File: config.mk
export PLATFORM = sky130hd
export DESIGN_NAME = shift_counter_param
export DESIGN_NICKNAME = d
export VERILOG_FILES = /design/src/rtl/shift_cnt_pkg.sv /design/src/rtl/shift_counter_param_legal_chk.sv /design/src/rtl/shift_counter_param.sv
export SDC_FILE = /design/constraint.sdc
export NUM_CORES = 1
export LEC_CHECK = 0
export ABC_AREA = 1
export CAP_MARGIN = 15
export CORE_AREA = 4 4 41 43
export CTS_BUF_LIST = sky130_fd_sc_hd__clkbuf_16
export DETAILED_ROUTE_END_ITERATION = 10
export DIE_AREA = 0 0 45 47
export PLACE_DENSITY = 0.63
export SYNTH_ARGS = -nofsm -noshare
export SYNTH_HDL_FRONTEND = slang
export SYNTH_HIERARCHICAL = 1
export SYNTH_SLANG_ARGS = --single-unit
File: constraint.sdc
create_clock -name clk -period 4.4 [get_ports clk]
set_clock_uncertainty 0.1 [all_clocks]
set_input_delay 0.88 -clock clk [delete_from_list [all_inputs] [get_ports clk]]
set_output_delay 0.88 -clock clk [all_outputs]
set_load 0.01 [all_outputs]
File: src/rtl/shift_cnt_pkg.sv
// Shared mode encodings and the legality rule for ring / Johnson shift counters.
package shift_cnt_pkg;

  localparam int MODE_RING       = 0;
  localparam int MODE_JOHNSON    = 1;
  localparam int SHIFT_CNT_MAX_W = 64;

  // Ring: exactly one bit set. Johnson: at most one transition between adjacent bits.
  function automatic logic shift_cnt_legal(input logic [SHIFT_CNT_MAX_W-1:0] value,
                                           input int width,
                                           input int mode);
    int ones;
    int trans;
    ones  = 0;
    trans = 0;
    for (int i = 0; i < SHIFT_CNT_MAX_W; i++) begin
      if (i < width && value[i]) ones++;
    end
    for (int i = 0; i < SHIFT_CNT_MAX_W - 1; i++) begin
      if (i < width - 1 && (value[i] != value[i+1])) trans++;
    end
    return (mode == MODE_RING) ? (ones == 1) : (trans <= 1);
  endfunction

endpackage

File: src/rtl/shift_counter_param_legal_chk.sv
// Combinational legality checker for the counter state; no latency, no flow control.
module shift_cnt_legal_chk
  import shift_cnt_pkg::*;
#(
  parameter int WIDTH = 4,
  parameter int MODE  = MODE_JOHNSON
) (
  input  logic [WIDTH-1:0] value,
  output logic             illegal
);

  assign illegal = ~shift_cnt_legal(SHIFT_CNT_MAX_W'(value), WIDTH, MODE);

endmodule

File: src/rtl/shift_counter_param.sv
// Ring / Johnson shift counter with load, direction, wrap flag and illegal-state flag.
// Define SHIFT_CNT_SELFCORRECT_EN to jump illegal states back to RESET_VAL on the next enabled step.
module shift_counter_param
  import shift_cnt_pkg::*;
#(
  parameter int               WIDTH     = 4,
  parameter int               MODE      = MODE_JOHNSON,
  parameter logic [WIDTH-1:0] RESET_VAL = {{(WIDTH-1){1'b0}}, 1'b1}
) (
  input  logic             clk,
  input  logic             reset,
  input  logic             en,
  input  logic             dir,
  input  logic             load,
  input  logic [WIDTH-1:0] load_val,
  output logic [WIDTH-1:0] q,
  output logic             wrap,
  output logic             illegal
);

  if (WIDTH < 2 || WIDTH > SHIFT_CNT_MAX_W) begin : g_bad_width
    $error("shift_counter_param: WIDTH out of range");
  end
  if (!shift_cnt_legal(SHIFT_CNT_MAX_W'(RESET_VAL), WIDTH, MODE)) begin : g_bad_reset_val
    $error("shift_counter_param: RESET_VAL is not a legal state for MODE");
  end

  logic [WIDTH-1:0] q_q, q_d;
  logic             wrap_q, wrap_d;
  logic [WIDTH-1:0] step;
  logic             fb;

  shift_cnt_legal_chk #(.WIDTH(WIDTH), .MODE(MODE)) u_legal_chk (
    .value   (q_q),
    .illegal (illegal)
  );

  // Johnson feeds back the inverted outgoing bit; ring feeds it back unchanged.
  always_comb begin
    fb   = dir ? q_q[0] : q_q[WIDTH-1];
    fb   = (MODE == MODE_JOHNSON) ? ~fb : fb;
    step = dir ? {fb, q_q[WIDTH-1:1]} : {q_q[WIDTH-2:0], fb};
  end

  always_comb begin
    q_d    = q_q;
    wrap_d = 1'b0;
    if (reset) begin
      q_d = RESET_VAL;
    end else if (load) begin
      q_d = load_val;
    end else if (en) begin
`ifdef SHIFT_CNT_SELFCORRECT_EN
      if (illegal) begin
        q_d = RESET_VAL;
      end else begin
        q_d    = step;
        wrap_d = (step == RESET_VAL);
      end
`else
      q_d    = step;
      wrap_d = (step == RESET_VAL);
`endif
    end
  end

  always_ff @(posedge clk) begin
    q_q    <= q_d;
    wrap_q <= wrap_d;
  end

  assign q    = q_q;
  assign wrap = wrap_q;

endmodule
==> results.py, run 1 <==
metrics = {
    "clock_network": {
        "numCtsBuffers": 3,
        "clockRootBuffer": "clkbuf_16",
        "cts.sinks": 5,
        "post_cts_resize_count": 0,
        "htreeDepth": 1,
        "tritoncts": "done",
        "cts_setup_buffers": 0,
        "path_clk_slew_ns": 0.03,
        "cts.path.max_buffers": 2,
        "clock_latency_ns": 0.23,
        "hold_buffers": 0,
    },
    "worst_setup_path": {
        "rr_endpoint": "q[2]",
        "worstRegToRegCells": 3,
        "critical_path_class": "flop to output pin",
        "path_cells": "xor2_1 -> inv_1 -> ha_1 -> inv_1 -> nand3_1 -> nand2_1 -> nand2_1 -> clkdlybuf4s50_1",
        "slowest_delay_ns": 0.52,
        "startpoint": "q[1]",
        "critPathArrivalTime_ns": 1.96,
        "cp-end-kind": "output pin",
        "r2r-start": "q[1]",
        "cp.required_ns": 3.42,
        "crit_path_max_fanout": 7,
        "crit_path_start_kind": "flop",
        "reg2reg_setup_slack_ns": 3.38,
        "slowest_stage": "clkdlybuf4s50_1",
    },
    "placement": {
        "place_inst": 95,
        "dpl_cell_area_um2": 541,
        "dp_hpwl_um": 747,
        "place_ws_ns": 1.71,
        "port_buffers": 14,
        "gp_congestion": 0.755,
    },
    "finish": {
        "drive_above_1_share": 0.0595,
        "final_area_um2": 619,
        "nets": 96,
        "multiInputGateArea_um2": 240,
        "final-seq-area_um2": 100,
        "fin_cells": 99,
        "final_common_cell": "nand2_1",
        "fillers": 149,
        "final_cell_mix": "nand2_1, clkdlybuf4s50_1, inv_1",
        "area.growth.synth_to_final_pct": 62.3,
        "antenna_cells": 0,
    },
    "sta": {
        "maxSlewHeadroom": 0.828,
        "post-route-period-util": 0.668,
        "worst_slew_pin_slew_ns": 0.258,
        "fmax_ghz": 0.340,
        "slew_viol_final": 0,
        "tns_ns": 0,
        "hold_violations": 0,
        "setup_viol": 0,
        "rsz0062_at_grt": "no",
        "layout_setup_ws_ns": 1.46,
        "fin_crit_ns": 2.94,
    },
    "global_routing": {
        "antenna_found_initial": 0,
        "grt_pass1_vias": 419,
        "grt_pass1_wl_mm": 1.57,
        "grt_overflow": 0,
        "grtUsageTotal": 0.110,
        "grt_max_degree": 9,
    },
    "synth": {
        "avgSynthCellArea_um2": 5.78,
        "ys_seq_area_frac": 0.262,
        "yosysWarnings": 6,
        "postSynthCellCount": 66,
        "synthesis.nets": 77,
        "ys_types": 14,
        "netlist_area_um2": 382,
        "ys_seq_elements": 5,
    },
    "route": {
        "routed_wl_um": 905,
        "ant_nets": 0,
        "drc_errors": 0,
        "wl_met3_um": 96,
        "first_iter_violations": 6,
        "vias_per_cell": 4.37,
        "wl_met1_um": 376,
        "dr_wl_met2_um": 409,
        "vias": 433,
        "avgRoutedWirePerCell_um": 9.14,
        "highest_layer": "met4",
        "dr.pass1.iters": 4,
    },
    "hold_path": {
        "worstHoldStart": "q[0]",
        "hold_depth": 2,
        "whs_endpoint": "q[0]",
        "hp-class": "flop to flop",
    },
    "pwr": {
        "leakagePower_uw": 0.000326,
        "power.switching_fraction": 0.224,
        "p_sw_uw": 55.3,
        "ir_drop_mv": 0.206,
        "power.density_mw_per_mm2": 398,
        "power_uw": 247,
        "internal_power_uw": 191,
        "power_frac_comb": 0.192,
        "pwr-share-clk": 0.592,
        "seq_power_share": 0.216,
    },
    "die": {
        "core_mm2": 0.00130,
        "chipHeight_um": 47,
        "ios": 15,
        "rows": 13,
        "dieWidth_um": 45,
        "start_util": 0.293,
        "die_area_mm2": 0.00212,
    },
    "outcome": {
        "status": "complete, no violations",
    },
    "flow_run": {
        "drv_cap": 0,
    },
}
## cell families (layout without fill, tap and decap cells)
group,after synthesis,after routing,synth area share
AND/OR/NAND/NOR,43,43,0.479
adder cells (fa/ha/maj),2,2,0.0656
buffers and inverters,11,29,0.108
AO/OA/AOI/OAI,3,3,0.0393
flip-flops,5,5,0.262
XOR/XNOR,2,2,0.0459
## metal layers
layer	track usage	vias to the layer above
met1	0.105	177
li1	-	236
met5	0	-
met2	0.181	18
met3	0.0536	2
met4	0.0877	0
## state kept, by name, indices dropped and copies added (netlist names)
| name | flops |
|---|---|
| q | 4 |
| wrap | 1 |
## final cells by class
type / count / share of cell area
multi-input combinational: 50 / 0.388
timing repair buffer: 14 / 0.226
sequential: 5 / 0.162
clock buffer: 3 / 0.121
inverter: 11 / 0.0667
tap: 15 / 0.0303
clock inverter: 1 / 0.00606
## worst max-delay path by stage
stage | end | cells after the start | slack (ns)
6_report | illegal | 8 | 1.46
5_1_grt | illegal | 8 | 1.30
4_1_cts | illegal | 8 | 1.45
3_5_place_dp | illegal | 8 | 1.71
3_3_place_gp | illegal | 8 | 1.74
2_1_floorplan | illegal | 7 | 2.19
## cell usage after synthesis
master	instances	area (µm²)
a21oi_1	1	5.00
dfxtp_1	5	100
ha_1	2	25.0
inv_1	11	41.3
nand2_1	32	120
nand3_1	6	30.0
nand3b_1	1	7.51
nor2_1	2	7.51
nor2_4	1	11.3
o21ai_0	1	5.00
o21ai_1	1	5.00
or2_2	1	6.26
xnor2_1	1	8.76
xor2_1	1	8.76
## power by group through the flow
stage | logic [µW] | registers, µW | clock network, µW
2_1_floorplan | 24.0 | 54.3 | 0
3_3_place_gp | 46.6 | 54.0 | 0
3_5_place_dp | 48.0 | 53.9 | 0
4_1_cts | 48.2 | 53.4 | 149
5_1_grt | 53.8 | 54.1 | 151
6_report | 47.3 | 53.3 | 146
## critical path: cells and delay by family (launching register included)
| family | cells | cell delay [ns] |
|---|---|---|
| buffers and inverters | 3 | 0.63 |
| DFF | 1 | 0.44 |
| adders and majority gates | 1 | 0.27 |
| xor gates and xnor gates | 1 | 0.22 |
| and+or+nand+nor | 3 | 0.17 |
## per-stage QoR
| step | util | hold WS, ns |
|---|---|---|
| 2_1_floorplan | - | 0.478 |
| 4_1_cts | 0.476 | 0.493 |
| 6_report | 0.476 | 0.488 |
| 3_5_place_dp | 0.415 | 0.480 |
| 3_3_place_gp | 0.415 | 0.477 |
| 5_1_grt | 0.476 | 0.527 |
No activity file was read; power rests on OpenSTA's default activity.
==> inputs of run 2 (changes only) <==
==> constraint.sdc (replaced) <==
create_clock -name clk -period 2.8 [get_ports clk]
set_clock_uncertainty 0.1 [all_clocks]
set_input_delay 0.56 -clock clk [delete_from_list [all_inputs] [get_ports clk]]
set_output_delay 0.56 -clock clk [all_outputs]
set_load 0.01 [all_outputs]
==> results.py, run 2 (synthesized netlist as in run 1, its figures left out) <==
metrics = {
    "finish": {
        "area.growth.synth_to_final_pct": 62.3,
        "nets": 96,
        "final_cell_mix": "nand2_1, clkdlybuf4s50_1, inv_1",
        "fin_cells": 99,
        "drive_above_1_share": 0.0595,
        "largest_reg_flops": 4,
        "antenna_cells": 0,
        "final_common_cell": "nand2_1",
    },
    "worst_setup_path": {
        "crit_path_start_kind": "flop",
        "crit_path_max_fanout": 7,
        "slowest_delay_ns": 0.52,
        "critPathArrivalTime_ns": 1.93,
        "path_cells": "xor2_1 -> inv_1 -> ha_1 -> inv_1 -> nand3_1 -> nand2_1 -> nand2_1 -> clkdlybuf4s50_1",
        "critical_path_class": "flop to output pin",
        "cp-end-kind": "output pin",
        "cp.required_ns": 2.14,
        "slowest_stage": "clkdlybuf4s50_1",
    },
    "sta": {
        "fin_crit_ns": 2.59,
        "slew_viol_final": 0,
        "rsz0062_at_grt": "no",
        "tns_ns": 0,
        "post-route-period-util": 0.924,
        "worst_slew_pin_slew_ns": 0.242,
        "layout_setup_ws_ns": 0.213,
        "hold_violations": 0,
        "fmax_ghz": 0.387,
        "maxSlewHeadroom": 0.838,
        "setup_viol": 0,
    },
    "clock_network": {
        "htreeDepth": 1,
        "cts_setup_buffers": 0,
        "post_cts_resize_count": 0,
        "numCtsBuffers": 3,
        "cts.path.max_buffers": 2,
        "clockRootBuffer": "clkbuf_16",
        "path_clk_slew_ns": 0.03,
        "hold_buffers": 0,
        "cts.sinks": 5,
        "tritoncts": "done",
        "clock_latency_ns": 0.22,
    },
    "die": {
        "start_util": 0.293,
        "die_area_mm2": 0.00212,
        "ios": 15,
        "dieWidth_um": 45,
        "rows": 13,
        "chipHeight_um": 47,
        "core_mm2": 0.00130,
    },
    "outcome": {
        "status": "complete, no violations",
    },
    "global_routing": {
        "grt_max_degree": 9,
        "grt_pass1_vias": 416,
        "antenna_found_initial": 0,
        "grtUsageTotal": 0.108,
        "grt_pass1_wl_mm": 1.59,
        "grt_overflow": 0,
    },
    "hold_path": {
        "hp-class": "flop to flop",
    },
    "placement": {
        "gp_congestion": 0.778,
        "port_buffers": 14,
        "place_ws_ns": 0.431,
        "place_inst": 95,
        "dp_hpwl_um": 722,
    },
    "pwr": {
        "ir_drop_mv": 0.621,
        "power_uw": 387,
        "power.density_mw_per_mm2": 624,
        "leakagePower_uw": 0.000326,
    },
    "route": {
        "ant_nets": 0,
        "vias_per_cell": 4.33,
        "vias": 429,
        "dr.pass1.iters": 4,
        "first_iter_violations": 5,
        "avgRoutedWirePerCell_um": 8.85,
        "routed_wl_um": 876,
        "drc_errors": 0,
    },
    "flow_run": {
        "drv_cap": 0,
    },
}
## run 2: through the flow
step	area, µm²	util	hold slack (ns)
2_1_floorplan	382	-	0.478
3_3_place_gp	541	0.415	0.481
3_5_place_dp	541	0.415	0.458
4_1_cts	619	0.476	0.478
5_1_grt	619	0.476	0.551
6_report	619	0.476	0.470
## run 2: worst paths after layout
| kind | from | endpoint | slack (ns) | cells past startpoint |
|---|---|---|---|---|
| max | q[1] | illegal | 0.21 | 8 |
| min | q[0] | q[0] | 0.47 | 2 |
| min reg2reg | q[0] | q[0] | 0.47 | 2 |
| max reg2reg | q[1] | q[2] | 1.80 | 3 |
## run 2: final cells by class
class | instances | area [µm²]
fillers | 145 | 682
clock buffers | 3 | 75.1
flip-flops and latches | 5 | 100
repair buffers | 14 | 140
well taps | 15 | 18.8
clock inverters | 1 | 3.75
inverters | 11 | 41.3
multi-input cells | 50 | 240
## run 2: metal layers
| layer | vias up | track usage | part of all wire |
|---|---|---|---|
| met2 | 15 | 0.181 | 0.46 |
| met3 | 0 | 0.0690 | 0.10 |
| met1 | 175 | 0.112 | 0.43 |
| li1 | 239 | - | - |
| met5 | - | 0 | 0 |
| met4 | 0 | 0.0351 | 0 |
## run 2: worst max-delay path, delay by kind of cell (launching register included)
kind / cells / cell delay [ns]
xor gates and xnor gates: 1 / 0.22
adders and majority gates: 1 / 0.27
buffers and inverters: 3 / 0.62
DFF: 1 / 0.43
and+or+nand+nor: 3 / 0.16
## run 2: power by group
group	internal, µW	total [µW]	switching [µW]
logic	39.7	73.8	34.1
registers	76.4	83.7	7.36
clock network	185	229	44.4
